`config.mk`:
```
export PLATFORM = sky130hd
export DESIGN_NAME = seq_detector_prog
export DESIGN_NICKNAME = d
export VERILOG_FILES = /design/src/rtl/seq_det_pkg.sv /design/src/rtl/seq_sat_counter.sv /design/src/rtl/seq_detector_prog.sv
export SDC_FILE = /design/constraint.sdc
export NUM_CORES = 1
export LEC_CHECK = 0
export BUFFER_PORTS_ARGS = -buffer_cell sky130_fd_sc_hd__buf_4
export CAP_MARGIN = 40
export CORE_MARGIN = 2
export CORE_UTILIZATION = 45
export DETAILED_ROUTE_END_ITERATION = 6
export PLACE_DENSITY = 0.63
export SLEW_MARGIN = 20
export SYNTH_ARGS = -nofsm -noshare
export SYNTH_HDL_FRONTEND = slang
export SYNTH_SLANG_ARGS = --single-unit
```
`constraint.sdc`:
```
create_clock -name clk -period 6.7 [get_ports clk]
set_clock_uncertainty 0.15 [all_clocks]
set_input_delay 1.675 -clock clk [delete_from_list [all_inputs] [get_ports clk]]
set_output_delay 1.675 -clock clk [all_outputs]
set_load 0.02 [all_outputs]
```
`src/rtl/seq_det_pkg.sv`:
```
// Shared types, defaults and helpers for the programmable sequence detector.
package seq_det_pkg;

  localparam int unsigned DEF_MAX_LEN = 16;
  localparam int unsigned DEF_CNT_W   = 8;

  // Config payload is sized for the largest supported pattern; unused upper
  // pattern bits are masked off by the active length.
  localparam int unsigned PAT_W  = 64;
  localparam int unsigned LEN_FW = 7;

  typedef struct packed {
    logic [PAT_W-1:0]  pattern;
    logic [LEN_FW-1:0] len;
    logic              overlap;
  } cfg_t;

  // Detector comes out of reset disabled (len=0) with overlap enabled.
  localparam cfg_t CFG_RST = '{pattern: '0, len: '0, overlap: 1'b1};

  // Limit a requested pattern length to the longest the instance supports.
  function automatic logic [LEN_FW-1:0] clamp_len(input int unsigned len,
                                                  input int unsigned max_len);
    logic [LEN_FW-1:0] res;
    if (len > max_len) res = LEN_FW'(max_len);
    else               res = LEN_FW'(len);
    return res;
  endfunction

endpackage

```
`src/rtl/seq_sat_counter.sv`:
```
// Saturating event counter; clear together with increment yields 1.
module seq_sat_counter #(
  parameter int unsigned W = 8
) (
  input  logic         clk,
  input  logic         rst,
  input  logic         clr,
  input  logic         inc,
  output logic [W-1:0] count
);

  localparam logic [W-1:0] CNT_MAX = '1;

  // Count register: clear has priority but still honours a same-edge increment.
  always_ff @(posedge clk) begin
    if (rst) begin
      count <= '0;
    end else if (clr) begin
      count <= W'(inc);
    end else if (inc && (count != CNT_MAX)) begin
      count <= count + W'(1);
    end
  end

endmodule

```
`src/rtl/seq_detector_prog.sv`:
```
// Runtime-programmable serial pattern detector with overlap control,
// sample qualifier and saturating match counter.
module seq_detector_prog
  import seq_det_pkg::*;
#(
  parameter int unsigned MAX_LEN = DEF_MAX_LEN,
  parameter int unsigned LEN_W   = $clog2(MAX_LEN + 1),
  parameter int unsigned CNT_W   = DEF_CNT_W
) (
  input  logic               clk,
  input  logic               rst,
  input  logic               x,
  input  logic               x_valid,
  input  logic               cfg_load,
  input  logic [MAX_LEN-1:0] cfg_pattern,
  input  logic [LEN_W-1:0]   cfg_len,
  input  logic               cfg_overlap,
  input  logic               cnt_clr,
  output logic               z,
  output logic [CNT_W-1:0]   match_count,
  output logic               armed
);

  cfg_t               act;
  cfg_t               act_next;
  cfg_t               cfg_new;
  logic [MAX_LEN-1:0] history;
  logic [MAX_LEN-1:0] hist_shift;
  logic [MAX_LEN-1:0] hist_next;
  logic [LEN_W-1:0]   fill;
  logic [LEN_W-1:0]   fill_inc;
  logic [LEN_W-1:0]   fill_next;
  logic [PAT_W-1:0]   len_mask;
  logic               sample;
  logic               hit;
  logic               match_c;
  logic               armed_next;

  // Next history/fill, match decision and config update for this edge.
  always_comb begin
    sample     = x_valid && !cfg_load;
    hist_shift = {history[MAX_LEN-2:0], x};
    fill_inc   = (32'(fill) >= MAX_LEN) ? fill : fill + LEN_W'(1);
    len_mask   = (PAT_W'(1) << act.len) - PAT_W'(1);
    hit        = (((PAT_W'(hist_shift) ^ act.pattern) & len_mask) == '0);
    match_c    = sample && (act.len != '0) && hit &&
                 (32'(fill_inc) >= 32'(act.len));

    cfg_new.pattern = PAT_W'(cfg_pattern);
    cfg_new.len     = clamp_len(32'(cfg_len), MAX_LEN);
    cfg_new.overlap = cfg_overlap;

    act_next  = act;
    hist_next = history;
    fill_next = fill;
    if (cfg_load) begin
      act_next  = cfg_new;
      hist_next = '0;
      fill_next = '0;
    end else if (sample) begin
      hist_next = hist_shift;
      // Non-overlapping mode restarts the fill so the next match needs fresh bits.
      fill_next = (match_c && !act.overlap) ? '0 : fill_inc;
    end

    armed_next = (act_next.len != '0) && (32'(fill_next) >= 32'(act_next.len));
  end

  // State and registered outputs.
  always_ff @(posedge clk) begin
    if (rst) begin
      act     <= CFG_RST;
      history <= '0;
      fill    <= '0;
      z       <= 1'b0;
      armed   <= 1'b0;
    end else begin
      act     <= act_next;
      history <= hist_next;
      fill    <= fill_next;
      z       <= match_c;
      armed   <= armed_next;
    end
  end

  seq_sat_counter #(
    .W(CNT_W)
  ) u_cnt (
    .clk   (clk),
    .rst   (rst),
    .clr   (cnt_clr | cfg_load),
    .inc   (match_c),
    .count (match_count)
  );

endmodule

```
==> run_results.csv <==
group,metric,value,unit
floorplanning,die_area,7480,µm²
synth,netlist-cell-type-count,53,
pwr,report.power.total,662,µW
grt,antenna_found_initial,0,
job,maxCapViolCount,0,
routing,dr_wl_met2,3.09,mm
clock_tree,clk_root_buffer_cell,"sky130_fd_sc_hd__clkbuf_8",
setup_path,cpLargestDelayFamily,"simple AND/OR/NAND/NOR gates",
routing,drt.antenna.violating_nets,0,
routing,routed-wl-met3,261,µm
placement,detail_placement_hpwl,5.13,mm
timing,achievable-frequency,199,MHz
grt,globalRouteTotalUtil,19.1,%
grt,grt_ovf,0,
floorplanning,fp.dieW,86.5,µm
clock_tree,tritoncts,"done",
clock_tree,cts_resized,0,
layout,design.final.nets,422,
clock_tree,clk_pin_slew,0.10,ns
routing,via_count_normalized_by_instance_count,5.70,
clock_tree,clock_sinks,54,
layout,seq_area,1080,µm²
setup_path,worstPathBufferInverterCount,1,
grt,maximum_number_of_pins_on_one_net_before_global_route_repair,32,
timing,maxSlewViolCount,0,
placement,place.gp.congestion,0.973,
synth,synthesis.area,3060,µm²
timing,tightest_slew,0.753,ns
clock_tree,post_cts.repair.setup_buffers,0,
routing,drt-total-wl,6.89,mm
setup_path,critPathArrivalTime,5.06,ns
clock_tree,htreeDepth,2,
layout,area_delta_synth_final,13.8,%
hold_path,worst_hold_path_type,"reg2reg",
grt,grt_pass1_vias,2383,
setup_path,worstSetupEndpointType,"flip-flop",
synth,ffs_latches_synth,54,
routing,first_iter_violations,193,
clock_tree,worstSkewPairLatency,0.30,ns
clock_tree,cts_hold_buf,0,
setup_path,path_class,"in2reg",
clock_tree,cts_inserted_buffers,5,
run_status,outcome,"finished clean",
routing,dr.pass1.iters,4,
routing,routed_wire_length_per_instance,14.9,µm
timing,finalWorstPathRequiredPeriod,5.03,ns
synth,synth_seq_area_share,35.3,%
pwr,netSwitchingPower,175,µW
synth,synth.yosys.warnings,0,
clock_tree,clk_path_buf_depth,2,
floorplanning,initial_utilization,45.8,%
placement,io_buffer_count,37,
setup_path,cp_data_required_time,6.73,ns
pwr,power_frac_clock,34.2,%
timing,portion_of_the_clock_cycle_consumed_by_the_worst_path_in_the_final_layout,75.1,%
routing,dr_total_vias,2628,
timing,slew_headroom,49.4,%
floorplanning,row_count,30,
layout,multi_input_logic_area,1860,µm²
pwr,pwr-share-comb,14.6,%
synth,synth.net_count,396,
routing,top_signal_layer_used,"met4",
timing,setup-tns-final,0,ns
setup_path,timing.critical_path.slowest_cell_delay,0.54,ns
routing,drc,0,
setup_path,critical-path-slowest-cell,"sky130_fd_sc_hd__nor4_1",
timing,final-setup-viol-count,0,
setup_path,worst-path-max-fanout,27,
timing,timing_hold_violations_final,0,
synth,post_synth_inst_count,354,
pwr,p_seq_share,51.2,%
pwr,power.static_leakage,1.44,nW
pwr,powerDensity,190,nW/µm²
floorplanning,die-height,86.5,µm
floorplanning,floorplan.core_area,6680,µm²
layout,n_antenna_cell,0,
routing,wl_met1,3.46,mm
grt,wire_length_of_the_first_global_routing_pass,11.6,mm
synth,synth_edf_count,0,
timing,rsz0062_at_grt,"no",
floorplanning,ios,38,
synth,most_common_flop_cell_mapped_by_yosys,"sky130_fd_sc_hd__dfxtp_1",
pwr,vdd.ir_drop.worst,0.000129,V
setup_path,cp_startpoint_kind,"input pin",
pwr,switching_share,26.4,%
layout,final.fill_count,649,
pwr,intPower,487,µW
layout,layout-drive-gt1-share,14.4,%
setup_path,timing.critical_path.cells,"buf_4 > nor2b_1 > o2111a_1 > nand4_1 > or3b_2 > nor4_1 > a21o_1 > a21o_1 > ha_1 > nand2b_1 > a21oi_1 > nor2b_1 > o21ai_0 > nand2b_1 > a21oi_1 > a2111oi_0",
synth,syn_area_per_cell,8.65,µm²
synth,synth-async-reset-ratio,0,%
[area by class of cell]
type / instances / area share (%)
Clock inverter: 3 / 1.40
Tap cell: 80 / 2.87
Inverter: 14 / 1.51
Sequential cell: 54 / 31.0
Multi-Input combinational cell: 268 / 53.2
Timing Repair Buffer: 37 / 7.97
Clock buffer: 5 / 1.97
[cell families after synthesis]
logic type               Yosys count  share of synthesized area, %
AO/OA/AOI/OAI                     73                          16.6
adder cells (fa/ha/maj)           14                          5.72
XOR/XNOR                          19                          5.43
flip-flops                        54                          35.3
AND/OR/NAND/NOR                  129                          22.0
multiplexers                      33                          10.8
buffers and inverters             32                          4.13
[metal layers]
layer  GRT usage [%]  vias up
li1                -     1338
met1            27.6     1221
met2            29.1       60
met3            3.71        9
met4            4.97        0
met5               0        -
[cells in the final DEF, fill, tap and decap left out, types with 2 or more instances in the layout]
| master | instances |
|---|---|
| sky130_fd_sc_hd__clkbuf_8 | 5 |
| sky130_fd_sc_hd__nand3_1 | 14 |
| sky130_fd_sc_hd__nor2b_1 | 5 |
| sky130_fd_sc_hd__a2111oi_0 | 2 |
| sky130_fd_sc_hd__o21ai_0 | 9 |
| sky130_fd_sc_hd__buf_4 | 37 |
| sky130_fd_sc_hd__o32ai_1 | 3 |
| sky130_fd_sc_hd__inv_1 | 14 |
| sky130_fd_sc_hd__or4_4 | 2 |
| sky130_fd_sc_hd__and3_1 | 2 |
| sky130_fd_sc_hd__a21oi_1 | 23 |
| sky130_fd_sc_hd__xor2_1 | 8 |
| sky130_fd_sc_hd__and4_1 | 4 |
| sky130_fd_sc_hd__xnor2_1 | 11 |
| sky130_fd_sc_hd__nand2b_1 | 6 |
| sky130_fd_sc_hd__a21o_1 | 4 |
| sky130_fd_sc_hd__nand2_1 | 15 |
| sky130_fd_sc_hd__or3_1 | 4 |
| sky130_fd_sc_hd__nand3b_1 | 3 |
| sky130_fd_sc_hd__and2_1 | 4 |
| sky130_fd_sc_hd__or4_1 | 3 |
| sky130_fd_sc_hd__nor4_2 | 2 |
| sky130_fd_sc_hd__dfxtp_1 | 54 |
| sky130_fd_sc_hd__nand4_1 | 4 |
| sky130_fd_sc_hd__a211oi_1 | 3 |
| sky130_fd_sc_hd__o211ai_1 | 4 |
| sky130_fd_sc_hd__nor2_1 | 52 |
| sky130_fd_sc_hd__ha_1 | 14 |
| sky130_fd_sc_hd__nand4bb_1 | 2 |
| sky130_fd_sc_hd__nor4_1 | 3 |
| sky130_fd_sc_hd__a32o_1 | 4 |
| sky130_fd_sc_hd__mux2i_1 | 32 |
| sky130_fd_sc_hd__o31ai_1 | 8 |
[cells in the mapped netlist (2+ instances only)]
| master | instances | share of area [%] |
|---|---|---|
| sky130_fd_sc_hd__dfxtp_1 | 54 | 35 |
| sky130_fd_sc_hd__nor2_1 | 52 | 6.4 |
| sky130_fd_sc_hd__mux2i_1 | 32 | 10 |
| sky130_fd_sc_hd__a21oi_1 | 23 | 3.8 |
| sky130_fd_sc_hd__nand2_1 | 15 | 1.8 |
| sky130_fd_sc_hd__ha_1 | 14 | 5.7 |
| sky130_fd_sc_hd__inv_1 | 14 | 1.7 |
| sky130_fd_sc_hd__nand3_1 | 14 | 2.3 |
| sky130_fd_sc_hd__clkbuf_1 | 11 | 1.3 |
| sky130_fd_sc_hd__xnor2_1 | 11 | 3.1 |
| sky130_fd_sc_hd__o21ai_0 | 9 | 1.5 |
| sky130_fd_sc_hd__o31ai_1 | 8 | 2.0 |
| sky130_fd_sc_hd__xor2_1 | 8 | 2.3 |
| sky130_fd_sc_hd__nand2b_1 | 6 | 1.2 |
| sky130_fd_sc_hd__nor2b_1 | 5 | 1.0 |
| sky130_fd_sc_hd__a21o_1 | 4 | 0.98 |
| sky130_fd_sc_hd__a32o_1 | 4 | 1.3 |
| sky130_fd_sc_hd__and2_1 | 4 | 0.82 |
| sky130_fd_sc_hd__and4_1 | 4 | 1.1 |
| sky130_fd_sc_hd__buf_1 | 4 | 0.49 |
| sky130_fd_sc_hd__nand4_1 | 4 | 0.82 |
| sky130_fd_sc_hd__o211ai_1 | 4 | 0.98 |
| sky130_fd_sc_hd__or3_1 | 4 | 0.82 |
| sky130_fd_sc_hd__a211oi_1 | 3 | 0.74 |
| sky130_fd_sc_hd__nand3b_1 | 3 | 0.74 |
| sky130_fd_sc_hd__nor4_1 | 3 | 0.61 |
| sky130_fd_sc_hd__o32ai_1 | 3 | 0.86 |
| sky130_fd_sc_hd__or4_1 | 3 | 0.74 |
| sky130_fd_sc_hd__a2111oi_0 | 2 | 0.57 |
| sky130_fd_sc_hd__and3_1 | 2 | 0.41 |
| sky130_fd_sc_hd__buf_2 | 2 | 0.33 |
| sky130_fd_sc_hd__nand4bb_1 | 2 | 0.74 |
| sky130_fd_sc_hd__nor4_2 | 2 | 0.82 |
| sky130_fd_sc_hd__or4_4 | 2 | 0.74 |
[metrics by stage]
stage / utilization (%) / setup WS (ns) / instances / instance area (µm²) / hold slack, ns
final: 52.2 / 1.67 / 461 / 3480 / 0.358
after detailed placement: 50.4 / 1.38 / 453 / 3370 / 0.338
after floorplan: - / 1.97 / 354 / 3060 / 0.330
after CTS: 52.2 / 1.71 / 461 / 3480 / 0.352
after global routing: 52.2 / 1.30 / 461 / 3480 / 0.368
after global placement: 50.4 / 1.52 / 453 / 3370 / 0.325
[worst register-to-register path: cells and delay by family, from the launching register on]
family	cells	cell delay, ns
AO/OA/AOI/OAI	8	1.39
adder cells (fa/ha/maj)	2	0.56
flip-flops	1	0.47
AND/OR/NAND/NOR	7	2.06
[registers in the layout, summed over array words and instances (netlist names)]
register     count
act             24
history         15
u_cnt.count      8
fill             5
armed            1
z                1
[power by group through the flow]
stage | Sequential, mW | Combinational [mW] | Clock [mW]
after floorplan | 0.343 | 0.0696 | 0
after global placement | 0.347 | 0.0956 | 0
after detailed placement | 0.346 | 0.0963 | 0
after CTS | 0.339 | 0.0965 | 0.232
after global routing | 0.340 | 0.108 | 0.244
final | 0.339 | 0.0966 | 0.227
[worst paths after layout]
check,start,to,slack [ns],cells after the start
min,u_cnt.count[5],u_cnt.count[5],0.36,2
max,x_valid,armed,1.67,16
max reg2reg,act[4],armed,1.94,17
min reg2reg,u_cnt.count[5],u_cnt.count[5],0.36,2
(Power assumes the default switching activity.)
